--- src/rtl/alu_seq.sv ---
// alu_seq: registered ALU with status flags, valid/ready input handshake,
// one-cycle completion strobe and a multi-cycle shift-add unsigned multiply.
// Opcodes 0000-1010 match the legacy combinational ALU encoding.
module alu_seq #(
    parameter int WIDTH = 8,
    parameter int SHW   = 3
) (
    input  logic             clk,
    input  logic             rst_n,
    input  logic [3:0]       alus,
    input  logic [WIDTH-1:0] x,
    input  logic [WIDTH-1:0] bus,
    input  logic             in_valid,
    output logic             in_ready,
    output logic             out_valid,
    output logic [WIDTH-1:0] dout,
    output logic [WIDTH-1:0] dout_hi,
    output logic             flag_z,
    output logic             flag_n,
    output logic             flag_c,
    output logic             flag_v,
    output logic             err
);

    localparam logic [3:0] OP_ZERO = 4'h0;
    localparam logic [3:0] OP_ADD  = 4'h1;
    localparam logic [3:0] OP_SUB  = 4'h2;
    localparam logic [3:0] OP_AND  = 4'h3;
    localparam logic [3:0] OP_OR   = 4'h4;
    localparam logic [3:0] OP_XOR  = 4'h5;
    localparam logic [3:0] OP_INC  = 4'h6;
    localparam logic [3:0] OP_NOT  = 4'h7;
    localparam logic [3:0] OP_DEC  = 4'h8;
    localparam logic [3:0] OP_SHR  = 4'h9;
    localparam logic [3:0] OP_PASS = 4'hA;
    localparam logic [3:0] OP_SHL  = 4'hB;
    localparam logic [3:0] OP_MUL  = 4'hC;
    localparam logic [3:0] OP_CMP  = 4'hD;
    localparam logic [3:0] OP_ROR  = 4'hE;

    localparam int CW = $clog2(WIDTH + 1);
    localparam int PW = 2 * WIDTH;
    localparam int M  = WIDTH - 1;

    typedef enum logic {S_IDLE, S_MUL} state_t;

    // Single-cycle op result bundle, computed straight from the request lines.
    typedef struct packed {
        logic [WIDTH-1:0] res;
        logic             c;
        logic             v;
        logic             err;
    } sc_res_t;

    state_t           state;
    sc_res_t          sc;
    logic [WIDTH:0]   sum, dif, inc, dec, shl;
    logic [PW-1:0]    acc, mcand, acc_nxt;
    logic [WIDTH-1:0] mplier;
    logic [CW-1:0]    cnt;

    assign in_ready = (state == S_IDLE);

    // Single-cycle datapath; CMP produces the subtract result only for flags.
    always_comb begin
        sum = {1'b0, x} + {1'b0, bus};
        dif = {1'b0, x} - {1'b0, bus};
        inc = {1'b0, x} + (WIDTH+1)'(1);
        dec = {1'b0, x} - (WIDTH+1)'(1);
        // bit WIDTH of the widened shift is the last bit pushed out (0 for amount 0)
        shl = {1'b0, x} << bus[SHW-1:0];
        sc  = '0;
        case (alus)
            OP_ZERO: sc.res = '0;
            OP_ADD: begin
                sc.res = sum[M:0];
                sc.c   = sum[WIDTH];
                sc.v   = (x[M] == bus[M]) && (sum[M] != x[M]);
            end
            OP_SUB, OP_CMP: begin
                sc.res = dif[M:0];
                sc.c   = dif[WIDTH];
                sc.v   = (x[M] != bus[M]) && (dif[M] != x[M]);
            end
            OP_AND:  sc.res = x & bus;
            OP_OR:   sc.res = x | bus;
            OP_XOR:  sc.res = x ^ bus;
            OP_INC: begin
                sc.res = inc[M:0];
                sc.c   = inc[WIDTH];
                sc.v   = !x[M] && inc[M];
            end
            OP_NOT:  sc.res = ~x;
            OP_DEC: begin
                sc.res = dec[M:0];
                sc.c   = dec[WIDTH];
                sc.v   = x[M] && !dec[M];
            end
            OP_SHR: begin
                sc.res = {1'b0, x[M:1]};
                sc.c   = x[0];
            end
            OP_PASS: sc.res = bus;
            OP_SHL: begin
                sc.res = shl[M:0];
                sc.c   = shl[WIDTH];
            end
            OP_ROR: begin
                sc.res = {x[0], x[M:1]};
                sc.c   = x[0];
            end
            default: sc.err = 1'b1;  // 1111 (1100 never completes here)
        endcase
    end

    // One shift-add multiply step: add the shifted multiplicand when the
    // current multiplier lsb is set.
    always_comb begin
        acc_nxt = mplier[0] ? acc + mcand : acc;
    end

    // Control FSM, result/flag registers and multiply iteration.
    always_ff @(posedge clk) begin
        if (!rst_n) begin
            state     <= S_IDLE;
            out_valid <= 1'b0;
            dout      <= '0;
            dout_hi   <= '0;
            flag_z    <= 1'b0;
            flag_n    <= 1'b0;
            flag_c    <= 1'b0;
            flag_v    <= 1'b0;
            err       <= 1'b0;
            acc       <= '0;
            mcand     <= '0;
            mplier    <= '0;
            cnt       <= '0;
        end else begin
            out_valid <= 1'b0;
            case (state)
                S_IDLE: begin
                    if (in_valid) begin
                        if (alus == OP_MUL) begin
                            state  <= S_MUL;
                            acc    <= '0;
                            mcand  <= {{WIDTH{1'b0}}, x};
                            mplier <= bus;
                            cnt    <= CW'(WIDTH);
                        end else begin
                            out_valid <= 1'b1;
                            flag_z    <= (sc.res == '0);
                            flag_n    <= sc.res[M];
                            flag_c    <= sc.c;
                            flag_v    <= sc.v;
                            err       <= sc.err;
                            if (alus != OP_CMP) begin
                                dout    <= sc.res;
                                dout_hi <= '0;
                            end
                        end
                    end
                end
                S_MUL: begin
                    acc    <= acc_nxt;
                    mcand  <= mcand << 1;
                    mplier <= mplier >> 1;
                    cnt    <= cnt - CW'(1);
                    if (cnt == CW'(1)) begin
                        state     <= S_IDLE;
                        out_valid <= 1'b1;
                        dout      <= acc_nxt[M:0];
                        dout_hi   <= acc_nxt[PW-1:WIDTH];
                        flag_z    <= (acc_nxt == '0);
                        flag_n    <= acc_nxt[PW-1];
                        flag_c    <= |acc_nxt[PW-1:WIDTH];
                        flag_v    <= 1'b0;
                        err       <= 1'b0;
                    end
                end
                default: state <= S_IDLE;
            endcase
        end
    end

endmodule

--- config.mk ---
export PLATFORM = sky130hd
export DESIGN_NAME = alu_seq
export DESIGN_NICKNAME = d
export VERILOG_FILES = /design/src/rtl/alu_seq.sv
export SDC_FILE = /design/constraint.sdc
export NUM_CORES = 1
export LEC_CHECK = 0
export BUFFER_PORTS_ARGS = -buffer_cell sky130_fd_sc_hd__buf_4
export CORE_MARGIN = 10
export CORE_UTILIZATION = 36
export DETAILED_ROUTE_END_ITERATION = 16
export PLACE_DENSITY = 0.65
export SYNTH_ARGS = -nofsm -noshare
export SYNTH_HDL_FRONTEND = slang
export SYNTH_SLANG_ARGS = --single-unit
--- constraint.sdc ---
create_clock -name clk -period 2.71 [get_ports clk]
set_clock_uncertainty 0.05 [all_clocks]
set_input_delay 0.1355 -clock clk [delete_from_list [all_inputs] [get_ports clk]]
set_output_delay 0.1355 -clock clk [all_outputs]
set_load 0.02 [all_outputs]
; ---- Word-level counts from Yosys, hierarchy flattened
; Index checks and enable logic that the tools add are counted.
[totals]
reg_bits = 67
latch_bits = 0
mem_bits_rw = 0
rom_bits = 0
in_bits = 23
output_inout_bits = 23
word_cells = 120
mem_count = 0
[classes]
addsub = 6
n_mul = 0
n_div = 0
order_cmp = 0
eq_ne = 25
shifts = 1
mux = 54
bitwise_logic = 5
n_reduce_logical = 16
[ops]
columns = operator, count
row1 = case mux 8 bit (12 select lines), 1
row2 = 2-to-1 mux 16 bit, 5
row3 = 2-to-1 mux 8 bit, 10
row4 = case mux 16 bit (2 select lines), 2
row5 = case mux 8 bit (2 select lines), 3
row6 = == test 4 bit (second input constant), 7
row7 = 2-to-1 mux 1 bit, 21
row8 = adder 16 bit, 1
row9 = == test 4 x 3 -> 1 bit (second input constant), 4
row10 = logical NOT 16 bit, 1
row11 = case mux 1 bit (2 select lines), 7
row12 = OR reduction 14 bit, 1
row13 = adder 8 x 1 -> 9 bit (second input constant), 1
row14 = adder 8 x 8 -> 9 bit, 1
row15 = << shifter 8 x 3 -> 9 bit, 1
row16 = subtractor 8 x 1 -> 9 bit (second input constant), 1
row17 = subtractor 8 x 8 -> 9 bit, 1
row18 = bitwise AND 8 bit, 1
row19 = == test 4 x 1 -> 1 bit (second input constant), 2
row20 = == test 4 x 2 -> 1 bit (second input constant), 2
row21 = logical NOT 8 bit, 1
row22 = 2-to-1 mux 4 bit, 2
row23 = NOT 8 bit, 1
row24 = bitwise OR 8 bit, 1
row25 = 19 further kinds, 29

; ---- Depth between registers and ports, before layout
[depth]
ltp_word = 7
depth_mapped = 13
mapped_depth_nobuf = 12

; ---- Worst setup path after synthesis
; Ideal clock, no wire load.
[synth_path]
kind = in2reg
from = input port x[2]
to = register dout[7]
setup_time_ns = 0.122
arrival_time_ns = 2.667
t_required_ns = 2.538
path_slack_ns = -0.129
path_stages = 11
n_path_buf = 2
cell_sequence = clkbuf_1 inv_1 ha_1 buf_6 or3_4 o2111ai_2 a21oi_2 or3_1 a2111o_1 and2_4 o311a_1
[synth_via]
elab_chain_len = 6
elab_cells_between_ends = 10
classes_between = add/sub (4) / shift (1) / mux (5)
[synth_lines]
columns = item, line_no
row1 = "start, declared", 11  ; input logic [WIDTH-1:0] x,
row2 = "subtractor 8 x 1 -> 9 bit, or another cell as far along", 69  ; dec = {1'b0, x} - (WIDTH+1)'(1);
row3 = case mux 8 bit (12 select lines) *, 73  ; case (alus)
row4 = 2-to-1 mux 8 bit *, 156  ; if (alus != OP_CMP) begin
row5 = 2-to-1 mux 8 bit *, 143  ; if (alus == OP_MUL) begin
row6 = 2-to-1 mux 8 bit *, 142  ; if (in_valid) begin
row7 = case mux 8 bit (2 select lines) *, 140  ; case (state)
row8 = "end signal, assigned", 157  ; dout <= sc.res;
row9 = "end signal, assigned", 171  ; dout <= acc_nxt[M:0];
row10 = "end, declared", 16  ; output logic [WIDTH-1:0] dout,
; Every way passes the cells marked *; elsewhere a longest branch is shown, timed or not. The select of a mux whose other input is x is not followed.
; A chain may end at the register's enable or synchronous reset.

; ---- Worst setup path after layout
[layout_path]
from = register acc[4]
to = register flag_c
[layout_via]
elab_chain_len = 5
[layout_lines]
columns = item, line_no
row1 = "start, declared", 58  ; logic [PW-1:0] acc, mcand, acc_nxt;
row2 = "start signal, assigned", 164  ; acc <= acc_nxt;
row3 = adder 16 bit, 119  ; acc_nxt = mplier[0] ? acc + mcand : acc;
row4 = 2-to-1 mux 16 bit, 119
row5 = OR reduction 8 bit, 175  ; flag_c <= |acc_nxt[PW-1:WIDTH];
row6 = 2-to-1 mux 1 bit, 168  ; if (cnt == CW'(1)) begin
row7 = case mux 1 bit (2 select lines), 140
row8 = "end signal, assigned", 153  ; flag_c <= sc.c;
row9 = "end signal, assigned", 175
row10 = "end, declared", 20  ; output logic flag_c,
; Every way passes these cells. The select of a mux whose other input is x is not followed.

==> impl_metrics.env <==
export IMPL_grt_overflow_total=0
export IMPL_hold_worst_slack_ps=38.47
export IMPL_rsz0062_at_grt="true"
export IMPL_die_w_um=147.7
export IMPL_synthesis_nets=821
export IMPL_routed_wirelength_mm=19.70
export IMPL_cts_sinks=67
export IMPL_netlist_instances=748
export IMPL_synth_top_family_by_area="compound AO/OA/AOI/OAI gates"
export IMPL_dp_cells=1044
export IMPL_p_leak_nw=3.090
export IMPL_stdcell_count=1062
export IMPL_grt_antenna_before_repair=0
export IMPL_vdd_drop_max_mv=0.3350
export IMPL_synth_async_reset_ratio=0
export IMPL_netlist_area_leader_share=0.2285
export IMPL_crit_chain="ha_1, o21ai_0, nor2_1, o22ai_2, o21a_1, o31ai_2, mux2i_1, or4_4, o2bb2ai_2"
export IMPL_ys_dominant_reg_cell="dfxtp_1"
export IMPL_synth_compound_area_frac=0.2933
export IMPL_core_area_um2=15940
export IMPL_setup_viol=0
export IMPL_outcome="completed"
export IMPL_htree_num_levels=3
export IMPL_final_area_um2=7287
export IMPL_wl_per_cell_um=18.55
export IMPL_min_period_ps=2706
export IMPL_cpMaxStageDelayCell="or4_4"
export IMPL_globalplace_congestion=0.9745
export IMPL_grt_pass1_wl_mm=31.53
export IMPL_synth_warning_count=0
export IMPL_synth_commonest_cells="91 x nor2_1, 67 x dfxtp_1, 48 x nand2_1, 47 x ha_1, 46 x a21oi_1"
export IMPL_area_growth_pct=24.13
export IMPL_clkLatencyLatePin_ps=340
export IMPL_synthTopCellsByArea="dfxtp_1 23%, ha_1 10%, nor2_1 5.8%"
export IMPL_clkTransAtPathRegs_ps=60
export IMPL_worst_hold_path_type="input pin to register"
export IMPL_synth_top_cell_by_area="dfxtp_1"
export IMPL_grt_pass1_vias=5851
export IMPL_yosys_area_share_simple=0.2291
export IMPL_finalHoldViolCount=0
export IMPL_drt_initial_drc_count=583
export IMPL_drive_gt1_frac=0.2447
export IMPL_tns_ps=0
export IMPL_ys_seq_area_frac=0.2285
export IMPL_clockBufferDepth=2
export IMPL_ys_ff_latch=67
export IMPL_ios=46
export IMPL_synth_lib_cells_used_distinct=90
export IMPL_worstPathRequired_ps=2880
export IMPL_drv_slew=0
export IMPL_post_route_drc_count=0
export IMPL_crit_path_end_kind="register"
export IMPL_drtAntennaViolNets=0
export IMPL_cts_inserted_buffers=9
export IMPL_synth_xor_area_frac=0.01641
export IMPL_synthAdderAreaFrac=0.1104
export IMPL_muxShareOfSynthArea=0.05840
export IMPL_period_share=0.9984
export IMPL_drtPass1Iterations=5
export IMPL_grt_total_usage=0.1755
export IMPL_die_area_um2=21820
export IMPL_cts_tree="done"
export IMPL_die_y_um=147.7
export IMPL_fin_nets=914
export IMPL_synth_edf_count=0
export IMPL_start_util=0.3682
export IMPL_postLayoutCoreUtil=0.4571
export IMPL_cp_top_family="compound AO/OA/AOI/OAI gates"
export IMPL_p_per_area_nw_per_um2=378.7
export IMPL_n_fill_cell=1598
export IMPL_grt_max_degree=42
export IMPL_vias=6238
export IMPL_rows=46
export IMPL_cp_slowest_stage_delay_ps=570
export IMPL_critPathBufInv=0
export IMPL_syn_area_per_cell_um2=7.848
export IMPL_worstPathArrival_ps=2880
export IMPL_place_area_um2=6952
export IMPL_syn_area_um2=5871
export IMPL_cp_start_kind="register"
export IMPL_relSlewSlack=0.2221
export IMPL_maxCapViolations=0
export IMPL_worst_pin_slew_ps=1164
export IMPL_via_per_inst=5.874
export IMPL_cts_root_buffer="clkbuf_16"
export IMPL_fmax_ghz=0.3696
export IMPL_yosysMostFrequentCell="nor2_1"
export IMPL_path_class="register to register"
export IMPL_worstPathMaxFanout=4
export IMPL_num_antenna_cells=0
export IMPL_cts_hold_buf=0
export IMPL_dpl_hpwl_mm=14.94
export IMPL_portBuffers=45
-- area by class of cell --
class                           count  area [um2]  share of cell area
Multi-Input combinational cell    590        4228              0.5802
Sequential cell                    67        1346              0.1848
Timing Repair Buffer              141        1059              0.1453
Tap cell                          216       270.3             0.03709
Clock buffer                       12       236.5             0.03245
Inverter                           32       120.1             0.01648
Clock inverter                      4       27.53            0.003777
-- final timing paths --
path | start | end | slack (ps) | cells after the start
setup / recovery | acc[4]$_SDFFE_PN0P_ | flag_c$_SDFFE_PN0P_ | 4 | 9
hold / removal | rst_n | dout[1]$_SDFFE_PN0P_ | 40 | 2
setup reg to reg | acc[4]$_SDFFE_PN0P_ | flag_c$_SDFFE_PN0P_ | 4 | 9
hold reg to reg | dout_hi[6]$_SDFFE_PN0P_ | dout_hi[6]$_SDFFE_PN0P_ | 410 | 2
-- state kept, by name, indices dropped and copies added (netlist names) --
| register | count |
|---|---|
| flag_n | 1 |
| err | 1 |
| mcand | 16 |
| state | 1 |
| out_valid | 1 |
| dout | 8 |
| acc | 16 |
| flag_c | 1 |
| flag_v | 1 |
| dout_hi | 8 |
| mplier | 8 |
| cnt | 4 |
| flag_z | 1 |
-- where the power goes --
group | leakage, nW | total [mW] | switching (mW) | internal [mW]
sequential | 0.544 | 1.02 | 0.0155 | 1.01
combinational | 2.43 | 0.677 | 0.384 | 0.293
clock | 0.119 | 1.06 | 0.443 | 0.618
-- per-stage QoR --
| stage | setup slack, ps | power (mW) |
|---|---|---|
| final | 4.209 | 2.760 |
| after CTS | -19.20 | 2.761 |
| after global routing | -90.16 | 2.862 |
| after global placement | -105.2 | 1.705 |
| after detailed placement | -118.2 | 1.707 |
| after floorplan | -14.40 | 1.442 |
-- cells by family after synthesis --
family / count (synthesis)
AOI/OAI and AO/OA: 234
DFF: 67
and+or+nand+nor: 265
muxes: 30
adders and majority gates: 50
buffers and inverters: 91
xor gates and xnor gates: 11
-- placed cells by master (no fill, tap or decap), types with 10 or more instances in the layout --
cell type and count:
a211oi_1 11, a21oi_1 43, a222oi_1 15, a22oi_1 22
and3_1 10, buf_4 141, dfxtp_1 63, ha_1 45
inv_1 28, mux2_2 11, mux2i_1 17, nand2_1 48
nand2b_1 10, nand3_1 15, nor2_1 91, nor2b_1 10
nor3_1 23, o21ai_0 34
-- repair_timing --
item,in CTS,in global routing
pin swaps,7,8
setup buffers,2,0
hold endpoints to repair,0,0
gates resized for setup,4,10
setup endpoints to repair,2,3
-- per-layer routing --
metal	GRT usage	vias to the layer above	share of wire
met5	0	-	0
met1	0.2440	2990	0.47
li1	-	2988	-
met2	0.2660	233	0.44
met4	0.04460	0	0.014
met3	0.04060	27	0.074
-- worst reg2reg max path, delay by kind of cell, from the launching register on --
kind | cells | cell delay, ps
AND/OR/NAND/NOR | 2 | 770
flip-flops | 1 | 320
adder cells (fa/ha/maj) | 1 | 350
AO/OA/AOI/OAI | 5 | 950
multiplexers | 1 | 160
No activity file was read; power rests on OpenSTA's default activity.
